`src/rtl/fib_pkg.sv`:
```
// Shared types and helpers for the Fibonacci request scheduler.
package fib_pkg;

    localparam int unsigned FIB_WIDTH = 8;

    typedef enum logic [1:0] {
        IDLE  = 2'd0,
        ISSUE = 2'd1,
        WAIT  = 2'd2,
        HOLD  = 2'd3
    } fib_sched_state_t;

    typedef struct packed {
        logic [FIB_WIDTH-1:0] n;
    } fib_req_t;

    typedef struct packed {
        logic [FIB_WIDTH-1:0] n;
        logic [FIB_WIDTH-1:0] fib;
        logic                 ovf;
    } fib_rsp_t;

    // Largest n whose F(n) still fits in 'width' bits.
    function automatic int unsigned fib_nmax(input int unsigned width);
        logic [127:0] a;
        logic [127:0] b;
        logic [127:0] t;
        logic [127:0] lim;
        int unsigned  n;
        lim = 128'd1 << width;
        a   = '0;
        b   = 128'd1;
        n   = 0;
        while (b < lim) begin
            t = a + b;
            a = b;
            b = t;
            n = n + 1;
        end
        return n;
    endfunction

endpackage

```
`src/rtl/fib_req_fifo.sv`:
```
// Request FIFO (DEPTH x WIDTH) with registered full/empty flags and
// simultaneous push/pop.
module fib_req_fifo
    import fib_pkg::*;
#(
    parameter int unsigned WIDTH = FIB_WIDTH,
    parameter int unsigned DEPTH = 4
) (
    input  logic             clk,
    input  logic             rst,
    input  logic             push,
    input  logic [WIDTH-1:0] din,
    input  logic             pop,
    output logic [WIDTH-1:0] dout,
    output logic             empty,
    output logic             full
);

    localparam int unsigned PTR_W = $clog2(DEPTH);
    localparam int unsigned CNT_W = PTR_W + 1;

    logic [WIDTH-1:0] mem [DEPTH];
    logic [PTR_W-1:0] wr_ptr;
    logic [PTR_W-1:0] rd_ptr;
    logic [CNT_W-1:0] count;
    logic [CNT_W-1:0] count_d;

    assign dout = mem[rd_ptr];

    always_comb begin
        count_d = CNT_W'(count + CNT_W'(push) - CNT_W'(pop));
    end

    // Held full during reset so no push can be accepted then.
    always_ff @(posedge clk) begin
        if (rst) begin
            wr_ptr <= '0;
            rd_ptr <= '0;
            count  <= '0;
            empty  <= 1'b1;
            full   <= 1'b1;
        end else begin
            if (push) wr_ptr <= PTR_W'(wr_ptr + 1'b1);
            if (pop)  rd_ptr <= PTR_W'(rd_ptr + 1'b1);
            count <= count_d;
            empty <= (count_d == '0);
            full  <= (count_d == CNT_W'(DEPTH));
        end
    end

    always_ff @(posedge clk) begin
        if (push) mem[wr_ptr] <= din;
    end

endmodule

```
`src/rtl/fib_req_sched.sv`:
```
// Fibonacci request scheduler: queues index requests, runs them one at a time
// through fibonacci_gen, returns results. FIB_SCHED_OVF_CHECK_EN enables saturation.
module fib_req_sched
    import fib_pkg::*;
#(
    parameter int unsigned WIDTH       = FIB_WIDTH,
    parameter int unsigned DEPTH       = 4,
    parameter int unsigned GEN_LATENCY = 2
) (
    input  logic             clk,
    input  logic             rst,
    input  logic             req_valid,
    output logic             req_ready,
    input  logic [WIDTH-1:0] req_n,
    output logic             gen_start,
    output logic [WIDTH-1:0] gen_n,
    input  logic [WIDTH-1:0] gen_fib,
    output logic             rsp_valid,
    input  logic             rsp_ready,
    output logic [WIDTH-1:0] rsp_n,
    output logic [WIDTH-1:0] rsp_fib,
    output logic             rsp_ovf
);

    localparam int unsigned CNT_W = (GEN_LATENCY > 1) ? $clog2(GEN_LATENCY) : 1;

    fib_sched_state_t state;
    fib_sched_state_t state_d;
    logic [CNT_W-1:0] cnt;
    logic [CNT_W-1:0] cnt_d;
    logic             push;
    logic             pop;
    logic             fifo_empty;
    logic             fifo_full;
    logic [WIDTH-1:0] head;
    logic             head_ovf;
    logic             gen_start_d;
    logic [WIDTH-1:0] gen_n_d;
    logic             rsp_valid_d;
    logic [WIDTH-1:0] rsp_n_d;
    logic [WIDTH-1:0] rsp_fib_d;
    logic             rsp_ovf_d;

    assign req_ready = !fifo_full;
    assign push      = req_valid && req_ready;

    fib_req_fifo #(
        .WIDTH (WIDTH),
        .DEPTH (DEPTH)
    ) u_fifo (
        .clk   (clk),
        .rst   (rst),
        .push  (push),
        .din   (req_n),
        .pop   (pop),
        .dout  (head),
        .empty (fifo_empty),
        .full  (fifo_full)
    );

`ifdef FIB_SCHED_OVF_CHECK_EN
    localparam int unsigned NMAX = fib_nmax(WIDTH);
    assign head_ovf = (32'(head) > NMAX);
`else
    assign head_ovf = 1'b0;
`endif

    always_ff @(posedge clk) begin
        if (rst) state <= IDLE;
        else     state <= state_d;
    end

    always_comb begin
        state_d = state;
        pop     = 1'b0;
        case (state)
            IDLE: begin
                if (!fifo_empty) begin
                    pop     = 1'b1;
                    state_d = head_ovf ? HOLD : ISSUE;
                end
            end
            ISSUE: state_d = WAIT;
            WAIT:  if (cnt == '0) state_d = HOLD;
            HOLD:  if (rsp_ready) state_d = IDLE;
            default: state_d = IDLE;
        endcase
    end

    // Next values of the registered outputs and the latency counter.
    always_comb begin
        gen_start_d = 1'b0;
        gen_n_d     = gen_n;
        rsp_n_d     = rsp_n;
        rsp_fib_d   = rsp_fib;
        rsp_ovf_d   = rsp_ovf;
        cnt_d       = cnt;
        rsp_valid_d = (state_d == HOLD);
        case (state)
            IDLE: begin
                if (pop) begin
                    gen_n_d     = head;
                    rsp_n_d     = head;
                    rsp_ovf_d   = head_ovf;
                    gen_start_d = !head_ovf;
                    if (head_ovf) rsp_fib_d = '1;
                end
            end
            ISSUE: cnt_d = CNT_W'(GEN_LATENCY - 1);
            WAIT: begin
                if (cnt == '0) rsp_fib_d = gen_fib;
                else           cnt_d     = CNT_W'(cnt - 1'b1);
            end
            default: ;
        endcase
    end

    always_ff @(posedge clk) begin
        if (rst) begin
            gen_start <= 1'b0;
            gen_n     <= '0;
            rsp_valid <= 1'b0;
            rsp_n     <= '0;
            rsp_fib   <= '0;
            rsp_ovf   <= 1'b0;
            cnt       <= '0;
        end else begin
            gen_start <= gen_start_d;
            gen_n     <= gen_n_d;
            rsp_valid <= rsp_valid_d;
            rsp_n     <= rsp_n_d;
            rsp_fib   <= rsp_fib_d;
            rsp_ovf   <= rsp_ovf_d;
            cnt       <= cnt_d;
        end
    end

endmodule

```
`config.mk`:
```
export PLATFORM = sky130hd
export DESIGN_NAME = fib_req_sched
export DESIGN_NICKNAME = d
export VERILOG_FILES = /design/src/rtl/fib_pkg.sv /design/src/rtl/fib_req_fifo.sv /design/src/rtl/fib_req_sched.sv
export SDC_FILE = /design/constraint.sdc
export NUM_CORES = 1
export LEC_CHECK = 0
export CAP_MARGIN = 5
export CORE_MARGIN = 10
export CORE_UTILIZATION = 40
export DETAILED_ROUTE_END_ITERATION = 8
export SLEW_MARGIN = 10
export SYNTH_ARGS = -nofsm -noshare
export SYNTH_HDL_FRONTEND = slang
export SYNTH_SLANG_ARGS = --single-unit
```
`constraint.sdc`:
```
create_clock -name clk -period 5.8 [get_ports clk]
set_input_delay 0.87 -clock clk [delete_from_list [all_inputs] [get_ports clk]]
set_output_delay 0.87 -clock clk [all_outputs]
set_load 0.02 [all_outputs]
```
# Word level (Yosys, flattened, before mapping)
# Memories as Yosys holds them, arrays and structs flattened. A register that Yosys moved wholly into a read port is not among the register bits.
# Cells that the tools add are included.
[totals] reg_bits=22 latch_bits=0 ram_bits=32 romBits=0 in_bits=20 out_inout_bits=28 memories=1
[op_classes] addsub=5 multipliers=0 div_mod_pow=0 order_cmp=0 n_eq_ne=5 shift=0 mux=11 n_bitwise=2 reduce_logical=8
[mem_list] name="u_fifo.mem" words=4 word_bits=8 rd=1 rd_clocked_by_memory_dff=1 wr=1 line="fib_req_fifo.sv:22" rtl="logic [WIDTH-1:0] mem [DEPTH];"
[ops] cell="$pmux 2 s4" count=1
[ops] cell="$eq 2x2->1 const B" count=3
[ops] cell="$mux 1" count=6
[ops] cell="$mux 2" count=3
[ops] cell="$add 2x1->2 const B" count=2
[ops] cell="$reduce_and 2->1" count=2
[ops] cell="$add 3x1->3" count=1
[ops] cell="$eq 3x3->1 const B" count=1
[ops] cell="$logic_not 3->1" count=1
[ops] cell="$sub 3x1->3" count=1
[ops] cell="$eq 2x1->1 const B" count=1
[ops] cell="$logic_not 2->1" count=1
[ops] cell="$not 1->1" count=2
[ops] cell="$pmux 1 s2" count=1
[ops] cell="$reduce_bool 2->1" count=1
[ops] cell="$reduce_or 2->1" count=1
[ops] cell="$logic_and 1x1->1" count=1
[ops] cell="$logic_not 1->1" count=1
[ops] cell="$sub 1x1->1 const B" count=1

# Depth between registers and ports, before layout
[logic_depth] ltp_word=5 ltp_mapped=13

# Modules after synthesis
# A second synthesis with hierarchy kept.
[hier_totals] hier_cells=199 hier_area_um2=2568.7
[by_module_without_submodules] module="fib_req_fifo" n_inst=1 cells_each=89 area_each_um2=1657.8 seq_area_each_um2=1181.1
[by_module_without_submodules] module="fib_req_sched" n_inst=1 cells_each=110 area_each_um2=910.9 seq_area_each_um2=420.4

# Least setup slack after synthesis
# OpenSTA, ideal clock, no wires.
[synth_timing] kind="register to register" startpoint="reg state[0]" endpoint="reg u_fifo.empty" setup_time_ns=0.118 t_arrival_ns=2.157 required_time_ns=5.682 path_slack_ns=3.525 path_stages_with_launch=14 path_buffers=1 period_less_slack_ns=2.275 cell_sequence="dfxtp_1 inv_1 ha_1 nand2b_1 buf_2 inv_2 ha_1 inv_1 ha_1 inv_1 fa_1 xnor3_1 nor2_1 nor3_1"
[synth_via] elab_chain_len=4
[synth_lines] item="start: declaration" line="fib_req_sched.sv:27" rtl="fib_sched_state_t state;"
[synth_lines] item="start signal: assignment" line="fib_req_sched.sv:70" rtl="else state <= state_d;"
[synth_lines] item="$logic_not 2->1" line="fib_req_sched.sv:76" rtl="case (state)"
[synth_lines] item="$mux 1" line="fib_req_sched.sv:76"
[synth_lines] item="net pop" line="fib_req_sched.sv:32" rtl="logic pop;"
[synth_lines] item="$sub 3x1->3" line="fib_req_fifo.sv:31" rtl="count_d = CNT_W'(count + CNT_W'(push) - CNT_W'(pop));"
[synth_lines] item="$logic_not 3->1" line="fib_req_fifo.sv:46" rtl="empty <= (count_d == '0);"
[synth_lines] item="end signal: assignment" line="fib_req_fifo.sv:46"
[synth_lines] item="end: declaration" line="fib_req_fifo.sv:15" rtl="output logic empty,"
# The timed path passes the listed nets, and every way through them passes these cells.
# A chain may end at the register's enable or synchronous reset.

# Worst setup path after layout
[layout_timing] startpoint="reg state[1]" endpoint="reg u_fifo.empty"
# The elaborated chain is that of the path after synthesis.

==> metrics.txt <==
status=completed; vias in the first global route=approximately 1500; hold_buf cts=0; post-synthesis adder-cell area fraction=6.23%; CP Capture Type=register; critical path peak fanout=10; CP required=just over 6 ns; first-pass GRT wire length=about 7300 µm; combinational family with the most area after synthesis=simple AND/OR/NAND/NOR gates; post-synthesis mux area share=under 10%; most common cell after layout, fill and taps aside=clkdlybuf4s50_1; CP peak stage delay=about 0.38 ns; n_diodes=0; First-pass DRT Iterations=4; Post-Syn Instances=about 200; RSZ-0062 raised after global routing=no; CTS Sinks=between 60 and 70; Initial Util=between 40% and 50%; pre-CTS setup slack=between 2 and 3 ns; DP Cell Count=~300; register area share after synthesis=approximately 62%; Max-slew headroom=about 29%; Pleak=around 1.1 nW; worst setup margin=3.17 ns; Residual DRC=0; Crit path max-delay family=adder cells; Buffers & Inverters on Critical Path=4; worst skew pair latency=around 0.33 ns; total wire length=approximately 4500 µm; final hold slack=0.454 ns; Final setup viols=0; count of different cell masters after synthesis=32; Post-DP HPWL=between 3000 and 4000 µm; layout cell share with drive strength beyond 1=approximately a tenth; Final Power=approximately 1.5 mW; Yosys reg bits=62; Internal=approximately 1.1 mW; Port-buffer cells=46; Core Area=between 6000 and 7000 µm²; RePlAce Congestion=0.733; Hold Path Class=reg -> reg; post-synthesis cell area=between 2000 and 3000 µm²; max_cap viols=0; reg2reg path depth=12; stages on the worst setup path=12; syn_area_per_cell=between 10 and 15 µm²; ratio of final minimum period to clock period=45.3%; non-filler cells, final=approximately 310; initial antenna violation count=0; crit path kind=reg -> reg; Std-Cell Rows=28; fmax=~0.38 GHz; worst-margin pin slew=roughly 1.1 ns; Clock power frac=28.5%; clk buf depth=2; Die X=99.5 µm; XOR/XNOR Fraction of Synth Area=between 1.5 and 2%; Synth Area in Compound Gates=about 6.5%; Die Height=between 90 and 100 µm; Clock Skew=0.00645 ns; Iter 0 DRT Violations=43; Gates resized, CTS repair=0; Setup Buffers After CTS=0; power share of the sequential group=approximately two fifths; final antenna-violating net count=0; Post-synth ARST share=0%; Post-Syn Nets=between 200 and 250; Die ar.=between 9000 and 10000 µm²; crit path DAT=2.89 ns; DR vias/cell=approximately 4.6; wire per inst=14.2 µm; total CTS buffers=9; critical path cell sequence=inv_1, ha_1, nand2b_1, inv_2, ha_1, inv_1, ha_1, inv_1, fa_1, xnor3_1, nor2_1, nor3_1; CP max-delay cell=dfxtp_1; Synthesis Warnings=0; Gate power share=32.4%; cell count of the worst hold path=2; fin crit period=2.63 ns; most frequent cells in the layout=clkdlybuf4s50_1 (46), nand2_1 (32), edfxtp_1 (32); P_sw=0.471 mW; largest net degree at the start of global routing=30; H-tree depth=3; power per cell area=484 nW/µm²; nets=266; Area Growth Syn to Fin=26.4%; EDFF count, synth=32; TritonCTS clock tree=built; Worst Setup Start Kind=register; Max VDD drop=~220 µV; Root Driver=clkbuf_8; routed vias=approximately 1500; gr usage total=a little under a tenth; max-slew violation total from the final report=0; Top FF cell, synth=edfxtp_1; # IOs=48; Fin. Hold Viols=0; GRT Residual Overflow=0; Sw Ratio=a little under a third; Setup TNS=0 ns; Post-Synth Simple-Gate Area=slightly below 10%; clk slew on worst S/H paths=0.07 ns
[worst register-to-register path: stages (launching register included)]
cell and delay, ns:
dfxtp_1 0.38, inv_1 0.11, ha_1 0.21, nand2b_1 0.30, inv_2 0.17, ha_1 0.32
inv_1 0.06, ha_1 0.12, inv_1 0.05, fa_1 0.37, xnor3_1 0.23, nor2_1 0.06
nor3_1 0.17
[final cells by class]
cell class	count	area [µm²]
multi-input cells	106	817
clock buffers	11	131
inverters	9	33.8
clock inverters	5	97.6
fillers	534	2830
well taps	75	93.8
flip-flops and latches	62	1560
repair buffers	46	460
[metrics by stage]
stage	util, %	instance area, µm²
after detailed placement	49.2	2970
final	53.0	3200
after CTS	53.0	3200
after floorplan	-	2530
after global routing	53.0	3200
after global placement	49.2	2970
[Yosys cell counts, types with 2 or more instances]
| cell type | count | area [µm²] |
|---|---|---|
| clkbuf_1 | 3 | 11.3 |
| and2_1 | 4 | 25.0 |
| dfxtp_1 | 30 | 601 |
| nor2b_1 | 3 | 18.8 |
| mux4_2 | 8 | 180 |
| o21bai_1 | 2 | 15.0 |
| buf_4 | 10 | 75.1 |
| buf_2 | 3 | 15.0 |
| edfxtp_1 | 32 | 961 |
| a211oi_1 | 2 | 15.0 |
| xnor2_1 | 2 | 17.5 |
| a21oi_1 | 16 | 80.1 |
| nand2_1 | 32 | 120 |
| inv_1 | 8 | 30.0 |
| ha_1 | 11 | 138 |
| nand2b_1 | 4 | 25.0 |
| nor2_1 | 10 | 37.5 |
[routing by layer]
layer | vias to the layer above | GRT usage, % | share of wire [%] | routed length (µm)
met1 | 667 | 11.1 | 47 | 2090
met4 | 0 | 4.96 | 1.7 | 78
met3 | 10 | 4.91 | 7.9 | 352
met2 | 44 | 13.8 | 43 | 1940
met5 | - | 0 | 0 | 0
li1 | 738 | - | - | -
[power by group through the flow]
stage          Combinational [mW]  Clock, mW  Sequential, mW
3_5_place_dp                0.510          0           0.617
5_1_grt                     0.556      0.472           0.620
4_1_cts                     0.510      0.450           0.609
6_report                    0.501      0.440           0.605
2_1_floorplan               0.359          0           0.620
3_3_place_gp                0.505          0           0.614
[logic make-up after synthesis]
family | Yosys count
AND/OR/NAND/NOR | 57
adder cells (fa/ha/maj) | 12
buffers and inverters | 27
multiplexers | 9
XOR/XNOR | 4
flip-flops | 62
other | 1
AO/OA/AOI/OAI | 23
[flip-flops by register name, indices dropped and copies added (netlist names)]
register and count:
rsp_valid 1, u_fifo.empty 1, u_fifo.full 1, rsp_n 8
u_fifo.mem 32, u_fifo.count 3, rsp_fib 8, cnt 1
state 2, gen_start 1, u_fifo.wr_ptr 2, u_fifo.rd_ptr 2
[path summary, 6_finish.rpt]
kind                                start                       to  slack [ns]
hold / removal    rsp_fib[7]$_SDFFE_PP0P_  rsp_fib[7]$_SDFFE_PP0P_        0.45
hold reg to reg   rsp_fib[7]$_SDFFE_PP0P_  rsp_fib[7]$_SDFFE_PP0P_        0.45
setup / recovery      state[1]$_SDFF_PP0_  u_fifo.empty$_SDFF_PP1_        3.17
setup reg to reg      state[1]$_SDFF_PP0_  u_fifo.empty$_SDFF_PP1_        3.17
(Power assumes the default switching activity.)
